<file path="src/rtl/control_unit_pkg.sv">
// Shared definitions for the control unit: FSM states, opcode/condition encodings,
// instruction field positions and the condition evaluation shared with the ALU.
package control_unit_pkg;

    typedef enum logic [2:0] {
        StFetch,
        StDecode,
        StExecute,
        StWriteback,
        StHalt
    } state_e;

    typedef enum logic [3:0] {
        OpAdd  = 4'h0,
        OpSub  = 4'h1,
        OpAnd  = 4'h2,
        OpOrr  = 4'h3,
        OpEor  = 4'h4,
        OpMov  = 4'h5,
        OpMul  = 4'h6,
        OpMvn  = 4'h7,
        OpCmp  = 4'h8,
        OpTst  = 4'h9,
        OpTeq  = 4'hA,
        OpIll0 = 4'hB,
        OpIll1 = 4'hC,
        OpIll2 = 4'hD,
        OpIll3 = 4'hE,
        OpNop  = 4'hF
    } op_e;

    typedef enum logic [3:0] {
        CondAl = 4'h0,
        CondEq = 4'h1,
        CondGt = 4'h2,
        CondLt = 4'h3,
        CondGe = 4'h4,
        CondLe = 4'h5,
        CondHi = 4'h6,
        CondLo = 4'h7,
        CondHs = 4'h8
    } cond_e;

    localparam int unsigned CondLsb = 28;
    localparam int unsigned OpLsb   = 24;
    localparam int unsigned SbitPos = 23;
    localparam int unsigned SrLsb   = 20;
    localparam int unsigned RdLsb   = 16;
    localparam int unsigned RnLsb   = 12;
    localparam int unsigned RmLsb   = 8;
    localparam int unsigned ImmLsb  = 0;

    typedef struct packed {
        logic [31:0] in1;
        logic [31:0] in2;
        logic [3:0]  cond;
        logic [3:0]  opcode;
        logic [3:0]  inflags;
        logic [2:0]  srcontrol;
        logic        sbit;
        logic [15:0] imvalue;
    } alu_req_t;

    // flags are {N,Z,C,V}
    function automatic logic cond_eval(input logic [3:0] cond, input logic [3:0] flags);
        logic n, z, c, v;
        {n, z, c, v} = flags;
        case (cond)
            CondEq:  return z;
            CondGt:  return !z && (n == v);
            CondLt:  return n != v;
            CondGe:  return n == v;
            CondLe:  return z || (n != v);
            CondHi:  return c && !z;
            CondLo:  return !c;
            CondHs:  return c;
            default: return 1'b1;
        endcase
    endfunction

    function automatic logic is_halt_op(input logic [3:0] op);
        return (op >= OpIll0) && (op <= OpIll3);
    endfunction

    function automatic logic writes_reg(input logic [3:0] op);
        return op <= OpMvn;
    endfunction

    function automatic logic sbit_flag_op(input logic [3:0] op);
        return op <= OpMov;
    endfunction

endpackage

</file>
<file path="src/rtl/control_unit_if.sv">
// Instruction-memory, register-file and ALU signals between the control unit and its
// environment. The master side belongs to the control unit.
interface control_unit_if;
    logic        imem_req;
    logic [31:0] imem_addr;
    logic        imem_ack;
    logic [31:0] imem_rdata;

    logic [3:0]  rf_raddr1;
    logic [3:0]  rf_raddr2;
    logic [31:0] rf_rdata1;
    logic [31:0] rf_rdata2;
    logic        rf_we;
    logic [3:0]  rf_waddr;
    logic [31:0] rf_wdata;

    logic [31:0] alu_in1;
    logic [31:0] alu_in2;
    logic [3:0]  alu_cond;
    logic [3:0]  alu_opcode;
    logic [3:0]  alu_inflags;
    logic [2:0]  alu_srcontrol;
    logic        alu_sbit;
    logic [15:0] alu_imvalue;
    logic [31:0] alu_result;
    logic [3:0]  alu_outflags;

    modport master (
        output imem_req, imem_addr,
        input  imem_ack, imem_rdata,
        output rf_raddr1, rf_raddr2,
        input  rf_rdata1, rf_rdata2,
        output rf_we, rf_waddr, rf_wdata,
        output alu_in1, alu_in2, alu_cond, alu_opcode, alu_inflags, alu_srcontrol,
        output alu_sbit, alu_imvalue,
        input  alu_result, alu_outflags
    );

    modport slave (
        input  imem_req, imem_addr,
        output imem_ack, imem_rdata,
        input  rf_raddr1, rf_raddr2,
        output rf_rdata1, rf_rdata2,
        input  rf_we, rf_waddr, rf_wdata,
        input  alu_in1, alu_in2, alu_cond, alu_opcode, alu_inflags, alu_srcontrol,
        input  alu_sbit, alu_imvalue,
        output alu_result, alu_outflags
    );
endinterface

</file>
<file path="src/rtl/cond_check.sv">
// Condition-code check: decides whether an instruction's cond field passes the flags.
module cond_check
    import control_unit_pkg::*;
(
    input  logic [3:0] cond_i,
    input  logic [3:0] flags_i,
    output logic       met_o
);
    assign met_o = cond_eval(cond_i, flags_i);
endmodule

</file>
<file path="src/rtl/control_unit.sv">
// Multi-cycle control unit: fetch, decode, execute, writeback sequencing around an
// external instruction memory, register file and ALU.
module control_unit
    import control_unit_pkg::*;
#(
    parameter logic [31:0] RESET_PC = 32'h0000_0000,
    parameter int unsigned PC_STEP  = 4
) (
    input  logic              clk,
    input  logic              reset,
    control_unit_if.master    bus,
    output logic [31:0]       pc,
    output logic [3:0]        flags,
    output logic              halted
);
    state_e      state_q, state_d;
    logic        started_q;
    logic [31:0] pc_q, pc_d;
    logic [31:0] ir_q, ir_d;
    logic [3:0]  flags_q, flags_d;
    logic [31:0] res_q, res_d;
    logic [3:0]  oflags_q, oflags_d;
    // The ALU request register doubles as the operand register, so alu_* hold between uses
    alu_req_t    alu_q, alu_d;

    logic [3:0]  f_cond, f_op, f_rd, f_rn, f_rm;
    logic [2:0]  f_sr;
    logic        f_sbit;
    logic [15:0] f_imm;
    logic        cond_met;

    assign f_cond = ir_q[CondLsb +: 4];
    assign f_op   = ir_q[OpLsb +: 4];
    assign f_sbit = ir_q[SbitPos];
    assign f_sr   = ir_q[SrLsb +: 3];
    assign f_rd   = ir_q[RdLsb +: 4];
    assign f_rn   = ir_q[RnLsb +: 4];
    assign f_rm   = ir_q[RmLsb +: 4];
    assign f_imm  = ir_q[ImmLsb +: 16];

    cond_check u_cond_check (
        .cond_i  (f_cond),
        .flags_i (flags_q),
        .met_o   (cond_met)
    );

    always_comb begin
        state_d      = state_q;
        pc_d         = pc_q;
        ir_d         = ir_q;
        flags_d      = flags_q;
        res_d        = res_q;
        oflags_d     = oflags_q;
        alu_d        = alu_q;
        bus.imem_req = 1'b0;
        bus.rf_we    = 1'b0;

        unique case (state_q)
            StFetch: begin
                // No request until the first clock after reset release
                bus.imem_req = started_q;
                if (started_q && bus.imem_ack) begin
                    ir_d    = bus.imem_rdata;
                    state_d = StDecode;
                end
            end
            StDecode: begin
                if (is_halt_op(f_op)) begin
                    state_d = StHalt;
                end else begin
                    alu_d.in1       = bus.rf_rdata1;
                    alu_d.in2       = bus.rf_rdata2;
                    alu_d.cond      = f_cond;
                    alu_d.opcode    = f_op;
                    alu_d.inflags   = flags_q;
                    alu_d.srcontrol = f_sr;
                    alu_d.sbit      = f_sbit;
                    alu_d.imvalue   = f_imm;
                    state_d         = StExecute;
                end
            end
            StExecute: begin
                res_d    = bus.alu_result;
                oflags_d = bus.alu_outflags;
                state_d  = StWriteback;
            end
            StWriteback: begin
                if (cond_met) begin
                    bus.rf_we = writes_reg(f_op);
                    if (f_op == OpCmp || (f_sbit && sbit_flag_op(f_op))) begin
                        flags_d = oflags_q;
                    end
                end
                pc_d    = pc_q + 32'(PC_STEP);
                state_d = StFetch;
            end
            StHalt: begin
                state_d = StHalt;
            end
            default: begin
                state_d = StFetch;
            end
        endcase
    end

    always_ff @(posedge clk or negedge reset) begin
        if (!reset) begin
            state_q   <= StFetch;
            started_q <= 1'b0;
            pc_q      <= RESET_PC;
            ir_q      <= '0;
            flags_q   <= '0;
            res_q     <= '0;
            oflags_q  <= '0;
            alu_q     <= '0;
        end else begin
            state_q   <= state_d;
            started_q <= 1'b1;
            pc_q      <= pc_d;
            ir_q      <= ir_d;
            flags_q   <= flags_d;
            res_q     <= res_d;
            oflags_q  <= oflags_d;
            alu_q     <= alu_d;
        end
    end

    assign bus.imem_addr     = pc_q;
    assign bus.rf_raddr1     = f_rn;
    assign bus.rf_raddr2     = f_rm;
    assign bus.rf_waddr      = f_rd;
    assign bus.rf_wdata      = res_q;
    assign bus.alu_in1       = alu_q.in1;
    assign bus.alu_in2       = alu_q.in2;
    assign bus.alu_cond      = alu_q.cond;
    assign bus.alu_opcode    = alu_q.opcode;
    assign bus.alu_inflags   = alu_q.inflags;
    assign bus.alu_srcontrol = alu_q.srcontrol;
    assign bus.alu_sbit      = alu_q.sbit;
    assign bus.alu_imvalue   = alu_q.imvalue;

    assign pc     = pc_q;
    assign flags  = flags_q;
    assign halted = (state_q == StHalt);
endmodule

</file>
<file path="src/flat_wrapper.sv">
// flat-port wrapper written by rule: the top's interface ports become plain ports
module control_unit_flat import control_unit_pkg::*;
#(
    parameter logic [31:0] RESET_PC = 32'h0000_0000,
    parameter int unsigned PC_STEP  = 4
)
  (clk, reset, pc, flags, halted, bus_imem_req, bus_imem_addr, bus_imem_ack, bus_imem_rdata, bus_rf_raddr1, bus_rf_raddr2, bus_rf_rdata1, bus_rf_rdata2, bus_rf_we, bus_rf_waddr, bus_rf_wdata, bus_alu_in1, bus_alu_in2, bus_alu_cond, bus_alu_opcode, bus_alu_inflags, bus_alu_srcontrol, bus_alu_sbit, bus_alu_imvalue, bus_alu_result, bus_alu_outflags);
  control_unit_if bus_i ();
  input  logic clk;
  input  logic reset;
  output logic [31:0] pc;
  output logic [3:0] flags;
  output logic halted;
  output wire logic [$bits(bus_i.imem_req)-1:0] bus_imem_req;
  output wire logic [$bits(bus_i.imem_addr)-1:0] bus_imem_addr;
  input wire logic [$bits(bus_i.imem_ack)-1:0] bus_imem_ack;
  input wire logic [$bits(bus_i.imem_rdata)-1:0] bus_imem_rdata;
  output wire logic [$bits(bus_i.rf_raddr1)-1:0] bus_rf_raddr1;
  output wire logic [$bits(bus_i.rf_raddr2)-1:0] bus_rf_raddr2;
  input wire logic [$bits(bus_i.rf_rdata1)-1:0] bus_rf_rdata1;
  input wire logic [$bits(bus_i.rf_rdata2)-1:0] bus_rf_rdata2;
  output wire logic [$bits(bus_i.rf_we)-1:0] bus_rf_we;
  output wire logic [$bits(bus_i.rf_waddr)-1:0] bus_rf_waddr;
  output wire logic [$bits(bus_i.rf_wdata)-1:0] bus_rf_wdata;
  output wire logic [$bits(bus_i.alu_in1)-1:0] bus_alu_in1;
  output wire logic [$bits(bus_i.alu_in2)-1:0] bus_alu_in2;
  output wire logic [$bits(bus_i.alu_cond)-1:0] bus_alu_cond;
  output wire logic [$bits(bus_i.alu_opcode)-1:0] bus_alu_opcode;
  output wire logic [$bits(bus_i.alu_inflags)-1:0] bus_alu_inflags;
  output wire logic [$bits(bus_i.alu_srcontrol)-1:0] bus_alu_srcontrol;
  output wire logic [$bits(bus_i.alu_sbit)-1:0] bus_alu_sbit;
  output wire logic [$bits(bus_i.alu_imvalue)-1:0] bus_alu_imvalue;
  input wire logic [$bits(bus_i.alu_result)-1:0] bus_alu_result;
  input wire logic [$bits(bus_i.alu_outflags)-1:0] bus_alu_outflags;
  assign bus_imem_req = bus_i.imem_req;
  assign bus_imem_addr = bus_i.imem_addr;
  assign bus_i.imem_ack = bus_imem_ack;
  assign bus_i.imem_rdata = bus_imem_rdata;
  assign bus_rf_raddr1 = bus_i.rf_raddr1;
  assign bus_rf_raddr2 = bus_i.rf_raddr2;
  assign bus_i.rf_rdata1 = bus_rf_rdata1;
  assign bus_i.rf_rdata2 = bus_rf_rdata2;
  assign bus_rf_we = bus_i.rf_we;
  assign bus_rf_waddr = bus_i.rf_waddr;
  assign bus_rf_wdata = bus_i.rf_wdata;
  assign bus_alu_in1 = bus_i.alu_in1;
  assign bus_alu_in2 = bus_i.alu_in2;
  assign bus_alu_cond = bus_i.alu_cond;
  assign bus_alu_opcode = bus_i.alu_opcode;
  assign bus_alu_inflags = bus_i.alu_inflags;
  assign bus_alu_srcontrol = bus_i.alu_srcontrol;
  assign bus_alu_sbit = bus_i.alu_sbit;
  assign bus_alu_imvalue = bus_i.alu_imvalue;
  assign bus_i.alu_result = bus_alu_result;
  assign bus_i.alu_outflags = bus_alu_outflags;
  control_unit #(.RESET_PC(RESET_PC), .PC_STEP(PC_STEP)) u_core (.clk(clk), .reset(reset), .bus(bus_i), .pc(pc), .flags(flags), .halted(halted));
endmodule
</file>
<file path="config.mk">
export PLATFORM = sky130hd
export DESIGN_NAME = control_unit_flat
export DESIGN_NICKNAME = d
export VERILOG_FILES = /design/src/rtl/control_unit_pkg.sv /design/src/rtl/control_unit_if.sv /design/src/rtl/cond_check.sv /design/src/rtl/control_unit.sv /design/src/flat_wrapper.sv
export SDC_FILE = /design/constraint.sdc
export NUM_CORES = 1
export LEC_CHECK = 0
export ABC_AREA = 1
export CELL_PAD_IN_SITES_DETAIL_PLACEMENT = 1
export CELL_PAD_IN_SITES_GLOBAL_PLACEMENT = 2
export CORE_UTILIZATION = 23
export CTS_CLUSTER_DIAMETER = 80
export DETAILED_ROUTE_END_ITERATION = 6
export PLACE_DENSITY_LB_ADDON = 0.1
export SYNTH_ARGS = -nofsm -noshare
export SYNTH_HDL_FRONTEND = slang
export SYNTH_SLANG_ARGS = --single-unit
</file>
<file path="constraint.sdc">
create_clock -name clk -period 1.71 [get_ports clk]
set_clock_uncertainty 0.15 [all_clocks]
set_input_delay 0.2565 -clock clk [delete_from_list [all_inputs] [get_ports clk]]
set_output_delay 0.2565 -clock clk [all_outputs]
set_load 0.02 [all_outputs]
</file>
# After elaboration in Yosys (flattened, before gate mapping)
# Index checks and enable logic that the tools add are counted.
# totals
ff_bits	204
input_bits	135
out_inout_bits	211
word_cells	57
# op_classes
n_addsub	1
n_lt_le_gt_ge	4
eq_ne	16
n_mux	7
bitwise_logic	1
reduce_logical	13
# ops
operator	count
adder 32 x 3 -> 32 bit (second input constant)	1
equality test 4 x 3 -> 1 bit (second input constant)	4
case mux 3 bit (4 select lines)	1
equality test 4 x 2 -> 1 bit (second input constant)	2
equality test 4 bit (second input constant)	2
<= comparator 4 x 3 -> 1 bit (second input constant)	2
case mux 1 bit (8 select lines)	1
equality test 3 x 2 -> 1 bit (second input constant)	2
2-to-1 mux 3 bit	2
logical AND 1 bit	5
equality test 4 x 1 -> 1 bit (second input constant)	1
greater-or-equal comparator 4 bit (second input constant)	1
<= comparator 4 bit (second input constant)	1
AND reduction 2 bit	2
equality test 3 x 1 -> 1 bit (second input constant)	1
equality test 3 bit (second input constant)	1
zero test 3 bit	1
2-to-1 mux 1 bit	3
AND reduction 3 bit	1
zero test 1 bit	2
logical OR 1 bit	2
inequality test 2 x 1 -> 1 bit (second input constant)	1
equality test 1 bit	1
inequality test 1 bit	1
NOT 1 bit	1

# Logic depth before layout (Yosys ltp)
# logic_depth
word_depth	5
mapped_depth	10
ltp_nobuf	9

# Hierarchy
# From an unflattened synthesis, not the netlist that was laid out.
# hier_totals
hier_cells	962
hier_area_um2	8773.4
# by_module_without_submodules
mod	instances	cells_each	area_each_um2	seq_area_each_um2
control_unit	1	928	8634.5	5054.8
cond_check	1	34	138.9	0.0

# Worst setup path before layout
# OpenSTA, ideal clock, no wires.
# synth_timing
kind	register -> register
start	register u_core.pc_q[4], in the netlist u_core.bus.imem_addr[4]
end	register u_core.pc_q[21], in the netlist u_core.bus.imem_addr[21]
arrival_ns	1.447
t_required_ns	1.442
path_slack_ns	-0.004
path_stages_with_launch	9
path_buffers	1
synth_period_minus_slack_ns	1.714
cell_sequence	dfrtp_1 -> buf_2 -> nand3_1 -> nor2_8 -> nand4_4 -> nor2_4 -> nand2_1 -> nand2_1 -> nand2_1
# synth_between
elab_chain_cells	1
# synth_lines
item	line	source
start: declaration	control_unit.sv:18	logic [31:0] pc_q, pc_d;
start signal: assignment	control_unit.sv:119	pc_q <= pc_d;
adder 32 x 3 -> 32 bit	control_unit.sv:94	pc_d = pc_q + 32'(PC_STEP);
# No other way between the ends.
# A chain may end at the register's enable or synchronous reset.

# Worst setup path after layout
# layout_timing
start	register u_core.ir_q[29]
end	output bus_rf_we
# layout_between
elab_chain_cells	4
elab_cells_between_ends	11
classes_between	eq/ne: 8; mux: 3
# layout_lines
item	line	source
start: declaration	control_unit.sv:19	logic [31:0] ir_q, ir_d;
start signal: assignment	control_unit.sv:120	ir_q <= ir_d;
equality test 4 bit (tied with other cells)	control_unit_pkg.sv:68	case (cond)
case mux 1 bit (8 select lines) *	control_unit_pkg.sv:68	
2-to-1 mux 1 bit *	control_unit.sv:88	if (cond_met) begin
2-to-1 mux 1 bit *	control_unit.sv:58	unique case (state_q)
end: declaration	flat_wrapper.sv:22	output wire logic [$bits(bus_i.rf_we)-1:0] bus_rf_we;
# Mark *: on every way between the ends. The rest lies on a longest branch, timed or not.

==> run summary <==
The run finished, with violations left. The checks that failed: setup timing. Setup violations remaining at the end of the flow were counted as 156. At the end of routability-driven placement, the weighted congestion stood at 0.742. The floorplan step defined a die boundary enclosing 0.0402 mm^2. The worst path uses 127% of the clock period. The tools report the post-route DRC violation count as 0. During synthesis, Yosys emitted a total of 0 warnings. The startpoint identified for the worst register-to-register timing path is u_core.state_q[0]. The run gives -470 ps as the post-layout worst setup margin. Synthesis inferred 202 register bits. The peak clock frequency supported by timing was 0.459 GHz; the minimum period implied by the final worst setup slack was 2180 ps. The number of input and output port buffers inserted came out at 341.

Clock tree synthesis inserted a total of 26 buffers. The clock-pin slew on the worst setup and hold paths is 60 ps. Data arrives at the worst endpoint at 1770 ps. The number of buffers and inverters on the critical path is 1. The row count was 72. For this design the top-level I/O count stands at 346. The path category of the worst min-delay check is in2async. Area growth from synthesis to layout: 80.1%. The run gives 4 as the number of antenna violations at the first check in global routing.

Average via count per standard cell: 4.25. The die height works out to 201 um. Leaving out fill and tap cells, the most frequent cells in the layout are 229 x sky130_fd_sc_hd__nand2_1, 186 x sky130_fd_sc_hd__dfrtp_1, 133 x sky130_fd_sc_hd__clkdlybuf4s50_1. Leaving out fill and tap cells, the most frequent cell in the layout is sky130_fd_sc_hd__nand2_1. The leakage power total was 7.66 nW.

The final count of pins violating max slew came out at 0. STA classifies the critical path startpoint as a flip-flop. Among cell families on the critical path, the largest total delay comes from simple AND/OR/NAND/NOR gates.

STA puts the critical path data required time at 1300 ps. Power spread over the standard cell area amounts to 1770 mW/mm^2. Prior to clock tree synthesis, the placed netlist has a worst setup slack of -424 ps.

Wire length after detailed routing: 35500 um. The first TritonRoute pass finished after 4 iterations. Summed over all layers, the global routing overflow is 0.

The horizontal die dimension is 201 um. The post-synth design cell area was 0.00907 mm^2; the worst ir drop on vdd was 904 uV. At the later pin of the worst-skew pair, clock insertion delay measures 550 ps. For this run, the post-layout net count is 1578.

For this block, the initial DRC count from the detailed router was 200. Of all nets on the critical path, the largest fanout is 4. The netlist uses 37 different library cells.

The final number of hold-violating endpoints came out at 0. In the final layout, the multi-input gates occupy 0.00441 mm^2. In the synthesized netlist the dominant register cell turns out to be sky130_fd_sc_hd__dfrtp_1.

Dividing the detail-routed wire length by the instance count gives 18.0 um. Entering global routing, the biggest net connects 39 pins. Fraction of synthesis flops using an asynchronous set or reset pin: 100%. On the worst path, the slowest cell contributes a delay of 420 ps.

The clock net in this run drives a total of 202 sinks. In the synthesized netlist, the number of instances is 996. The number of levels in the clock H-tree is 1, and the first-pass GRT wire length is 51700 um.

Registers take 0.00507 mm^2. The residual antenna-violating net count after detailed routing was 0; the via count of the routed design was 8404. The initial utilization of the core area, before any placement, comes to 23.4%.

The critical path is of the reg2out type. The share of final-layout standard cells stronger than drive strength 1 is 44.1%. Final hold analysis gives a worst-case slack of 65.2 ps. The number of global-route vias before repair was 8734. The half-perimeter wire length after placement is 22700 um. The standard cell with the maximum stage delay on the critical path was sky130_fd_sc_hd__dfrtp_1.

TritonCTS built the clock tree. The clock passes through at most 3 buffers. For the global-route total usage across every layer, the log shows 16.3%. Setup repair after global routing could not meet its margin everywhere. In this run the clock root is driven by a sky130_fd_sc_hd__clkbuf_16. Setup slack on the worst reg-to-reg path comes out at -150 ps.

The worst register-to-register path has a depth of 10. The worst setup path is captured at a primary output. The number of flops mapped to enable cells by yosys is 0. The tools report the destination of the worst register-to-register timing path as u_core.bus.alu_in1[27]. After synthesis, flip-flops and latches occupy 55.7% of the total area. The run gives 0 as the number of max-cap violations.

The number of fillers in the final layout is 4309. Walking the worst path, the cells encountered are nand2_2, nor2_4, nor2_1, nand3_2, nand2_2, nand3_2, nor2_4, buf_6. The area of the core was 0.0387 mm^2; the average cell area after synthesis was 9.11 um^2. The most critical setup path has its startpoint at u_core.ir_q[29].
where the power goes:
group | total, W | leakage, nW | switching, W | internal (W)
combinational | 0.0152 | 4.74 | 0.00827 | 0.00690
sequential | 0.00816 | 2.48 | 0.00137 | 0.00678
clock | 0.00566 | 0.439 | 0.00220 | 0.00346
layout make-up:
class	instances	area share, %
tap	518	3.97
sequential	202	31.1
clock buffer	38	4.81
antenna	2	0.0306
multi-input combinational	659	27.0
inverter	50	1.20
timing repair buffer	503	31.3
clock inverter	7	0.590
through the flow:
step	instance area, um^2	utilization (%)	total power (W)	instances	setup TNS (ps)
floorplan	9080	-	0.0142	999	0
global placement	13500	34.9	0.0203	1865	-958
detailed placement	13500	34.9	0.0204	1865	-1560
CTS	14700	37.8	0.0259	1940	-3010
global route	16300	42.2	0.0308	1978	-28590
finish	16300	42.2	0.0290	1979	-13970
cell families after synthesis:
kind of cell | after synthesis | synth area share (%)
compound gates | 44 | 3.08
xor+xnor | 13 | 1.26
fa+ha+maj | 1 | 0.138
buf+inv | 138 | 8.47
flops | 202 | 55.7
mux | 36 | 4.47
other cells | 2 | 0.0828
simple gates | 560 | 26.8
flip-flops by register name, indices dropped and copies added, names as in the netlist, 4 cells and up:
| name | count |
|---|---|
| u_core.flags | 4 |
| u_core.bus.imem_addr | 30 |
| u_core.ir_q | 32 |
| u_core.bus.alu_imvalue | 16 |
| u_core.bus.alu_cond | 4 |
| u_core.bus.alu_inflags | 4 |
| u_core.bus.alu_in1 | 32 |
| u_core.bus.rf_wdata | 32 |
| u_core.oflags_q | 4 |
| u_core.bus.alu_opcode | 4 |
| u_core.bus.alu_in2 | 32 |
worst max-delay path by stage:
stage          slack [ps]  cells after the start        end
5_1_grt              -590                      9  bus_rf_we
2_1_floorplan          10                      8  bus_rf_we
4_1_cts              -510                      9  bus_rf_we
6_report             -470                      8  bus_rf_we
3_5_place_dp         -420                      9  bus_rf_we
3_3_place_gp         -410                      9  bus_rf_we
worst reg2reg max path, stage by stage, from the launching register on:
cell and delay, ps:
sky130_fd_sc_hd__dfrtp_1 380, sky130_fd_sc_hd__buf_6 130, sky130_fd_sc_hd__buf_6 90, sky130_fd_sc_hd__inv_4 30
sky130_fd_sc_hd__buf_6 110, sky130_fd_sc_hd__nor3_4 240, sky130_fd_sc_hd__buf_6 160, sky130_fd_sc_hd__buf_12 160
sky130_fd_sc_hd__clkbuf_16 200, sky130_fd_sc_hd__nand3_2 70, sky130_fd_sc_hd__nand2_1 70
synth_stat cells (2+ instances only):
cell | instances | area, um^2
sky130_fd_sc_hd__a21oi_1 | 5 | 25.0
sky130_fd_sc_hd__a21oi_2 | 13 | 114
sky130_fd_sc_hd__buf_2 | 20 | 100
sky130_fd_sc_hd__buf_4 | 52 | 390
sky130_fd_sc_hd__buf_6 | 4 | 45.0
sky130_fd_sc_hd__clkbuf_1 | 12 | 45.0
sky130_fd_sc_hd__conb_1 | 2 | 7.51
sky130_fd_sc_hd__dfrtp_1 | 202 | 5050
sky130_fd_sc_hd__inv_1 | 45 | 169
sky130_fd_sc_hd__inv_2 | 5 | 18.8
sky130_fd_sc_hd__mux2_2 | 36 | 405
sky130_fd_sc_hd__nand2_1 | 348 | 1310
sky130_fd_sc_hd__nand2_2 | 3 | 18.8
sky130_fd_sc_hd__nand3_1 | 105 | 526
sky130_fd_sc_hd__nand3_2 | 3 | 30.0
sky130_fd_sc_hd__nand3b_1 | 9 | 67.6
sky130_fd_sc_hd__nand4_1 | 8 | 50.1
sky130_fd_sc_hd__nor2_1 | 67 | 251
sky130_fd_sc_hd__nor2_2 | 4 | 25.0
sky130_fd_sc_hd__nor2_4 | 4 | 45.0
sky130_fd_sc_hd__nor3_1 | 2 | 10.0
sky130_fd_sc_hd__o21ai_0 | 2 | 10.0
sky130_fd_sc_hd__o21ai_1 | 20 | 100
sky130_fd_sc_hd__xnor2_1 | 5 | 43.8
sky130_fd_sc_hd__xor2_1 | 8 | 70.1
routing by layer:
layer | share of wire [%] | up-vias | global-route usage, % | wire length [um]
met3 | 6.7 | 37 | 5.42 | 2370
met1 | 44 | 4106 | 20.9 | 15800
met5 | 0.048 | - | 0 | 17
li1 | - | 4048 | - | -
met4 | 1.7 | 4 | 3.24 | 588
met2 | 47 | 209 | 26.5 | 16800
what timing repair did:
item                                   CTS  global route
endpoints found under the hold margin  202             0
gates resized for setup                483           424
pin swaps                                5            82
setup endpoints to repair              266           200
setup buffers                           26            15
hold buffers                             1             0
cloned                                   5            24
No activity file was read; power rests on OpenSTA's default activity.
